## src/rtl/cache_mem_arbiter.sv

```systemverilog
// Arbitrates I-cache refills and D-cache refills/writebacks onto one word-wide memory port,
// one cache line per grant. Define ARB_ROUND_ROBIN_EN for round-robin instead of D-over-I priority.
module cache_mem_arbiter #(
    parameter int LINE_WORDS = 8,
    parameter int OFF_W      = $clog2(LINE_WORDS)
) (
    input  logic             clk,
    input  logic             rst,
    input  logic             ic_req,
    input  logic [31:0]      ic_addr,
    output logic [31:0]      ic_rdata,
    output logic             ic_rvalid,
    output logic             ic_done,
    input  logic             dc_req,
    input  logic             dc_we,
    input  logic [31:0]      dc_addr,
    input  logic [31:0]      dc_wdata,
    output logic [OFF_W-1:0] dc_widx,
    output logic [31:0]      dc_rdata,
    output logic             dc_rvalid,
    output logic             dc_done,
    output logic             mem_req,
    output logic             mem_we,
    output logic [31:0]      mem_addr,
    output logic [31:0]      mem_wdata,
    input  logic [31:0]      mem_rdata,
    input  logic             mem_ack,
    output logic             busy
);
    localparam int TAG_W = 30 - OFF_W;

    typedef enum logic [1:0] {IDLE, IC_XFER, DC_XFER, DONE} state_t;

    state_t           state_q, state_d;
    logic [OFF_W-1:0] cnt_q, cnt_d;
    logic [TAG_W-1:0] base_q, base_d;
    logic             we_q, we_d;
    // Owner of the current/most recent line; in the round-robin build it is also the last-granted pointer.
    logic             own_dc_q, own_dc_d;
    logic             grant_dc;

    // Byte/word offset bits of the request addresses are dropped on purpose.
    logic unused_addr_bits;
    assign unused_addr_bits = ^{ic_addr[OFF_W+1:0], dc_addr[OFF_W+1:0]};

`ifdef ARB_ROUND_ROBIN_EN
    assign grant_dc = dc_req && (!ic_req || !own_dc_q);
`else
    assign grant_dc = dc_req;
`endif

    always_comb begin
        state_d  = state_q;
        cnt_d    = cnt_q;
        base_d   = base_q;
        we_d     = we_q;
        own_dc_d = own_dc_q;
        case (state_q)
            IDLE: begin
                if (ic_req || dc_req) begin
                    own_dc_d = grant_dc;
                    cnt_d    = '0;
                    if (grant_dc) begin
                        base_d  = dc_addr[31:OFF_W+2];
                        we_d    = dc_we;
                        state_d = DC_XFER;
                    end else begin
                        base_d  = ic_addr[31:OFF_W+2];
                        we_d    = 1'b0;
                        state_d = IC_XFER;
                    end
                end
            end
            IC_XFER, DC_XFER: begin
                if (mem_ack) begin
                    cnt_d = cnt_q + 1'b1;
                    if (cnt_q == OFF_W'(LINE_WORDS - 1))
                        state_d = DONE;
                end
            end
            DONE:    state_d = IDLE;
            default: state_d = IDLE;
        endcase
    end

    always_ff @(posedge clk) begin
        if (!rst) begin
            state_q  <= IDLE;
            cnt_q    <= '0;
            base_q   <= '0;
            we_q     <= 1'b0;
            own_dc_q <= 1'b0;
        end else begin
            state_q  <= state_d;
            cnt_q    <= cnt_d;
            base_q   <= base_d;
            we_q     <= we_d;
            own_dc_q <= own_dc_d;
        end
    end

    always_comb begin
        mem_req   = 1'b0;
        mem_we    = 1'b0;
        mem_addr  = '0;
        mem_wdata = '0;
        dc_widx   = '0;
        ic_rdata  = '0;
        ic_rvalid = 1'b0;
        dc_rdata  = '0;
        dc_rvalid = 1'b0;
        ic_done   = 1'b0;
        dc_done   = 1'b0;
        busy      = (state_q != IDLE);
        case (state_q)
            IC_XFER: begin
                mem_req   = 1'b1;
                mem_addr  = {base_q, cnt_q, 2'b00};
                mem_wdata = dc_wdata;
                if (mem_ack) begin
                    ic_rvalid = 1'b1;
                    ic_rdata  = mem_rdata;
                end
            end
            DC_XFER: begin
                mem_req   = 1'b1;
                mem_we    = we_q;
                mem_addr  = {base_q, cnt_q, 2'b00};
                mem_wdata = dc_wdata;
                dc_widx   = cnt_q;
                if (mem_ack && !we_q) begin
                    dc_rvalid = 1'b1;
                    dc_rdata  = mem_rdata;
                end
            end
            DONE: begin
                ic_done = !own_dc_q;
                dc_done = own_dc_q;
            end
            default: ;
        endcase
    end
endmodule

```

## config.mk

```make
export PLATFORM = sky130hd
export DESIGN_NAME = cache_mem_arbiter
export DESIGN_NICKNAME = d
export VERILOG_FILES = /design/src/rtl/cache_mem_arbiter.sv
export SDC_FILE = /design/constraint.sdc
export NUM_CORES = 1
export LEC_CHECK = 0
export CAP_MARGIN = 20
export CORE_AREA = 2 2 107 109
export CTS_CLUSTER_SIZE = 10
export DETAILED_ROUTE_END_ITERATION = 12
export DIE_AREA = 0 0 109 111
export MAX_ROUTING_LAYER = met4
export PLACE_DENSITY = 0.78
export SLEW_MARGIN = 10
export SYNTH_ARGS = -nofsm -noshare
export SYNTH_HDL_FRONTEND = slang
export SYNTH_SLANG_ARGS = --single-unit
export TNS_END_PERCENT = 100
```

## constraint.sdc

```tcl
create_clock -name clk -period 2.99 [get_ports clk]
set_clock_uncertainty 0.2 [all_clocks]
set_input_delay 0.7475 -clock clk [delete_from_list [all_inputs] [get_ports clk]]
set_output_delay 0.7475 -clock clk [all_outputs]
set_load 0.01 [all_outputs]
```

==> report_table.html <==
<table>
<tr><th>Metric</th><th>Value</th></tr>
<tr><th colspan="2">Timing</th></tr>
<tr><td>Count of final max-slew check failures</td><td>0</td></tr>
<tr><td>Aggregate negative setup slack</td><td>0 ns</td></tr>
<tr><td>Final setup viols</td><td>0</td></tr>
<tr><td>Endpoints failing hold</td><td>0</td></tr>
<tr><td>Setup repair after global routing missed its margin</td><td>false</td></tr>
<tr><td>Minimum period implied by the final worst setup slack</td><td>2.91 ns</td></tr>
<tr><td>Share of the clock period used by the worst path</td><td>0.975</td></tr>
<tr><td>Maximum achievable frequency</td><td>approximately 340 MHz</td></tr>
<tr><td>Minimum setup slack in the final design</td><td>approximately 0.076 ns</td></tr>
<tr><th colspan="2">Setup path</th></tr>
<tr><td>Cell chain of the critical path</td><td>dlygate4sd2_1 -&gt; buf_8 -&gt; and3_1 -&gt; clkdlybuf4s50_1</td></tr>
<tr><td>Worst Path Max Fanout</td><td>39</td></tr>
<tr><td>Required time of the critical path</td><td>2.04 ns</td></tr>
<tr><td>Type of element launching the critical path</td><td>primary input</td></tr>
<tr><td>Terminus of the critical flop-to-flop path</td><td>state_q[0]</td></tr>
<tr><td>Internal reg-to-reg setup slack</td><td>between 1 and 1.5 ns</td></tr>
<tr><td>Arrival time worst endpoint</td><td>1.97 ns</td></tr>
<tr><td>Critical R2R Launch</td><td>state_q[0]</td></tr>
<tr><td>Crit Path Category</td><td>in -&gt; out</td></tr>
<tr><td>Sort of element at the end of the critical path</td><td>output pin</td></tr>
<tr><td>Delay of the slowest cell on the worst path</td><td>between 0.5 and 0.6 ns</td></tr>
<tr><td>Master of the slowest instance on the critical path</td><td>sky130_fd_sc_hd__clkdlybuf4s50_1</td></tr>
<tr><td>R2R cell count</td><td>6</td></tr>
<tr><th colspan="2">Global route</th></tr>
<tr><td>Maximum number of pins on one net before global-route repair</td><td>56</td></tr>
<tr><td>Grt met1 use</td><td>0.184</td></tr>
<tr><td>Number of global-route vias before repair</td><td>3137</td></tr>
<tr><td>Wire length of the first global-routing pass</td><td>~16000 microns</td></tr>
<tr><td>Met2 Use GR</td><td>0.310</td></tr>
<tr><td>Global routing usage summed across all routing layers</td><td>0.172</td></tr>
<tr><td>Initial antenna violation count</td><td>0</td></tr>
<tr><td>GRT met3 Usage</td><td>0.0459</td></tr>
<tr><td>Global route hottest layer</td><td>met2</td></tr>
<tr><td>Residual overflow from global routing</td><td>0</td></tr>
<tr><th colspan="2">Power and ir drop</th></tr>
<tr><td>Worst voltage drop across the vdd grid</td><td>364 uV</td></tr>
<tr><td>Power per standard cell area</td><td>713 nW/um^2</td></tr>
<tr><td>Design Power</td><td>approximately 0.004 W</td></tr>
<tr><td>Leakage dissipation</td><td>2.44 nW</td></tr>
<tr><th colspan="2">Final layout</th></tr>
<tr><td>Non-Filler Instances</td><td>712</td></tr>
<tr><td>Final cell area excluding filler cells</td><td>around 5600 sq um</td></tr>
<tr><td>Most frequent cells in the layout</td><td>sky130_fd_sc_hd__clkdlybuf4s50_1 (224), sky130_fd_sc_hd__and2_1 (100), sky130_fd_sc_hd__dlygate4sd2_1 (33)</td></tr>
<tr><td>Layout cell share with drive strength beyond 1</td><td>0.102</td></tr>
<tr><td>Growth of design area from synthesis to finish</td><td>108%</td></tr>
<tr><td>Commonest non-fill, non-tap cell in the layout</td><td>sky130_fd_sc_hd__clkdlybuf4s50_1</td></tr>
<tr><td>Number of inserted diodes</td><td>0</td></tr>
<tr><td>Total Nets Final</td><td>roughly 710</td></tr>
<tr><th colspan="2">CTS</th></tr>
<tr><td>Num CTS Buffers</td><td>5</td></tr>
<tr><td>Hold-fix buffer count after cts</td><td>0</td></tr>
<tr><td>Maximum buffer depth of the clock tree</td><td>2</td></tr>
<tr><td>Clock tree from TritonCTS</td><td>yes</td></tr>
<tr><td>CTS sink count</td><td>34</td></tr>
<tr><td>CTS root buffer</td><td>sky130_fd_sc_hd__clkbuf_16</td></tr>
<tr><td># H-tree levels</td><td>2</td></tr>
<tr><td>Skew-Pair Late Insertion Delay</td><td>approximately 0.27 ns</td></tr>
<tr><td>Reg clk slew, reported paths</td><td>~0.05 ns</td></tr>
<tr><th colspan="2">Floorplanning</th></tr>
<tr><td>Cell row count</td><td>39</td></tr>
<tr><td>Die area</td><td>12100 sq um</td></tr>
<tr><td>Core footprint</td><td>roughly 11000 sq um</td></tr>
<tr><td>Effective utilization at floorplan</td><td>0.243</td></tr>
<tr><td>Num ports</td><td>approximately 270</td></tr>
<tr><td>Horiz. Die Dim</td><td>109 microns</td></tr>
<tr><td>Die Height</td><td>111 microns</td></tr>
<tr><th colspan="2">Synthesis</th></tr>
<tr><td>Number of enable-type register cells in the synthesized netlist</td><td>0</td></tr>
<tr><td>Synth top area share</td><td>0.253</td></tr>
<tr><td>Most area-consuming cells after synthesis</td><td>sky130_fd_sc_hd__dfxtp_1 (25%), sky130_fd_sc_hd__and2_1 (23%), sky130_fd_sc_hd__a211oi_2 (13%)</td></tr>
<tr><td>Post-synthesis sequential area ratio</td><td>0.253</td></tr>
<tr><td>Synth Warn #</td><td>0</td></tr>
<tr><td>Asr flop ratio synth</td><td>0</td></tr>
<tr><td>Biggest area consumer among synthesized cells</td><td>sky130_fd_sc_hd__dfxtp_1</td></tr>
<tr><td>Area of the mapped netlist</td><td>2690 sq um</td></tr>
<tr><td>Number of cells produced by synthesis</td><td>322</td></tr>
<tr><td>Number of flip-flops and latches in the synthesized netlist</td><td>34</td></tr>
<tr><td>Mean post-synth cell area</td><td>8.35 sq um</td></tr>
<tr><td>Top flip-flop cell by instance count after synthesis</td><td>sky130_fd_sc_hd__dfxtp_1</td></tr>
<tr><td>Number of different library cells in the post-synthesis netlist</td><td>32</td></tr>
<tr><th colspan="2">Route</th></tr>
<tr><td>Routed wirelength normalized by instance count</td><td>14.8 microns</td></tr>
<tr><td>First-pass iteration count of the detailed router</td><td>4</td></tr>
<tr><td>Count of antenna-violating nets left after detailed routing</td><td>0</td></tr>
<tr><td>DRC violations left</td><td>0</td></tr>
<tr><td>Sum of routed wire length over all layers</td><td>between 10000 and 15000 microns</td></tr>
<tr><td>Initial drt markers</td><td>164</td></tr>
<tr><td>Mean number of vias per cell</td><td>4.45</td></tr>
<tr><td>Number of vias after detailed routing</td><td>3170</td></tr>
<tr><th colspan="2">Placement</th></tr>
<tr><td>Cell Count Post-Placement</td><td>701</td></tr>
<tr><td>Final weighted congestion in routability-driven placement</td><td>0.778</td></tr>
<tr><td>Pre-CTS setup slack</td><td>-0.301 ns</td></tr>
<tr><td>Number of I/O port buffers</td><td>around 260</td></tr>
<tr><td>Placed inst area</td><td>5400 sq um</td></tr>
<tr><td>Detailed-placement wirelength estimate</td><td>8380 microns</td></tr>
<tr><th colspan="2">Min path</th></tr>
<tr><td>Path type of the worst min-delay path</td><td>reg -&gt; reg</td></tr>
<tr><td>Start point of the worst min-delay path</td><td>own_dc_q</td></tr>
<tr><td>Number of cells on the worst hold path</td><td>2</td></tr>
<tr><td>Endpoint, Worst Hold</td><td>own_dc_q</td></tr>
<tr><th colspan="2">Flow run</th></tr>
<tr><td>Number of max-cap violations</td><td>0</td></tr>
<tr><th colspan="2">Outcome</th></tr>
<tr><td>Status</td><td>complete, no violations</td></tr>
</table>
==> metal layers <==
metal,part of all wire,vias to the layer above
li1,-,1577
met1,0.36,1427
met2,0.52,157
met3,0.10,9
met4,0.011,0
met5,0,-
==> worst max-delay path: cells and delay by family <==
| family | cells | cell delay [ns] |
|---|---|---|
| buf+inv | 3 | 1.02 |
| simple gates | 1 | 0.18 |
==> kinds of logic (layout without fill, tap and decap cells) <==
kind of cell | count (synthesis) | count (layout) | share of synthesized area
multiplexers | 29 | 29 | 0.108
AND/OR/NAND/NOR | 173 | 173 | 0.374
adder cells (fa/ha/maj) | 6 | 6 | 0.0279
AO/OA/AOI/OAI | 41 | 41 | 0.162
buffers and inverters | 38 | 284 | 0.0735
other | 1 | 2 | 0.00139
flip-flops | 34 | 34 | 0.253
==> metrics by stage <==
step	hold slack, ns	util
after floorplan	0.254	-
after global placement	0.298	0.488
after detailed placement	0.304	0.488
after CTS	0.329	0.502
after global routing	0.344	0.506
final	0.322	0.506
==> sequential cells by signal (all words and copies together), names as in the netlist <==
| name | flops |
|---|---|
| we_q | 1 |
| cnt_q | 3 |
| own_dc_q | 1 |
| state_q | 2 |
| base_q | 27 |
==> cell type report <==
| cell class | instances | area, sq um |
|---|---|---|
| fill | 1035 | 5470 |
| inverter | 4 | 15.0 |
| timing repair buffer | 272 | 2750 |
| tap | 143 | 179 |
| clock inverter | 2 | 13.8 |
| clock buffer | 6 | 129 |
| sequential | 34 | 683 |
| multi-input combinational | 251 | 1840 |
==> where the power goes <==
part,internal [W],leakage [nW],switching [W],total (W)
clock,0.000308,0.0708,0.000186,0.000494
sequential,0.000593,0.283,0.0000715,0.000665
combinational,0.00156,2.08,0.00128,0.00284
==> Yosys cell counts, types with 2 or more instances <==
cell / instances
sky130_fd_sc_hd__a211oi_2: 27
sky130_fd_sc_hd__a21oi_1: 5
sky130_fd_sc_hd__and2_1: 100
sky130_fd_sc_hd__and3_1: 32
sky130_fd_sc_hd__buf_1: 2
sky130_fd_sc_hd__buf_2: 5
sky130_fd_sc_hd__buf_4: 7
sky130_fd_sc_hd__buf_6: 3
sky130_fd_sc_hd__clkbuf_1: 17
sky130_fd_sc_hd__dfxtp_1: 34
sky130_fd_sc_hd__ha_1: 6
sky130_fd_sc_hd__inv_1: 3
sky130_fd_sc_hd__mux2i_1: 29
sky130_fd_sc_hd__nand2_1: 2
sky130_fd_sc_hd__nand3_1: 2
sky130_fd_sc_hd__nand4_1: 2
sky130_fd_sc_hd__nor2_1: 29
sky130_fd_sc_hd__o21ai_0: 3
==> worst max-delay path by stage <==
| stage | start | endpoint | slack (ns) | cells past startpoint |
|---|---|---|---|---|
| after detailed placement | mem_ack | dc_rdata[15] | -0.30 | 6 |
| after global routing | state_q[1] | mem_addr[24] | 0.003 | 5 |
| after global placement | mem_ack | dc_rdata[15] | -0.30 | 6 |
| after floorplan | mem_ack | dc_rdata[22] | 0.58 | 4 |
| final | mem_ack | ic_rdata[23] | 0.08 | 4 |
| after CTS | state_q[1] | mem_addr[24] | 0.01 | 5 |
==> timing repair <==
action | CTS | global route
gates resized for setup | 43 | 2
pin swaps | 1 | 0
buffers inserted | 1 | 0
gates cloned | 1 | 1
endpoints found under the setup margin | 125 | 46
Power figures use the tool's default switching activity.
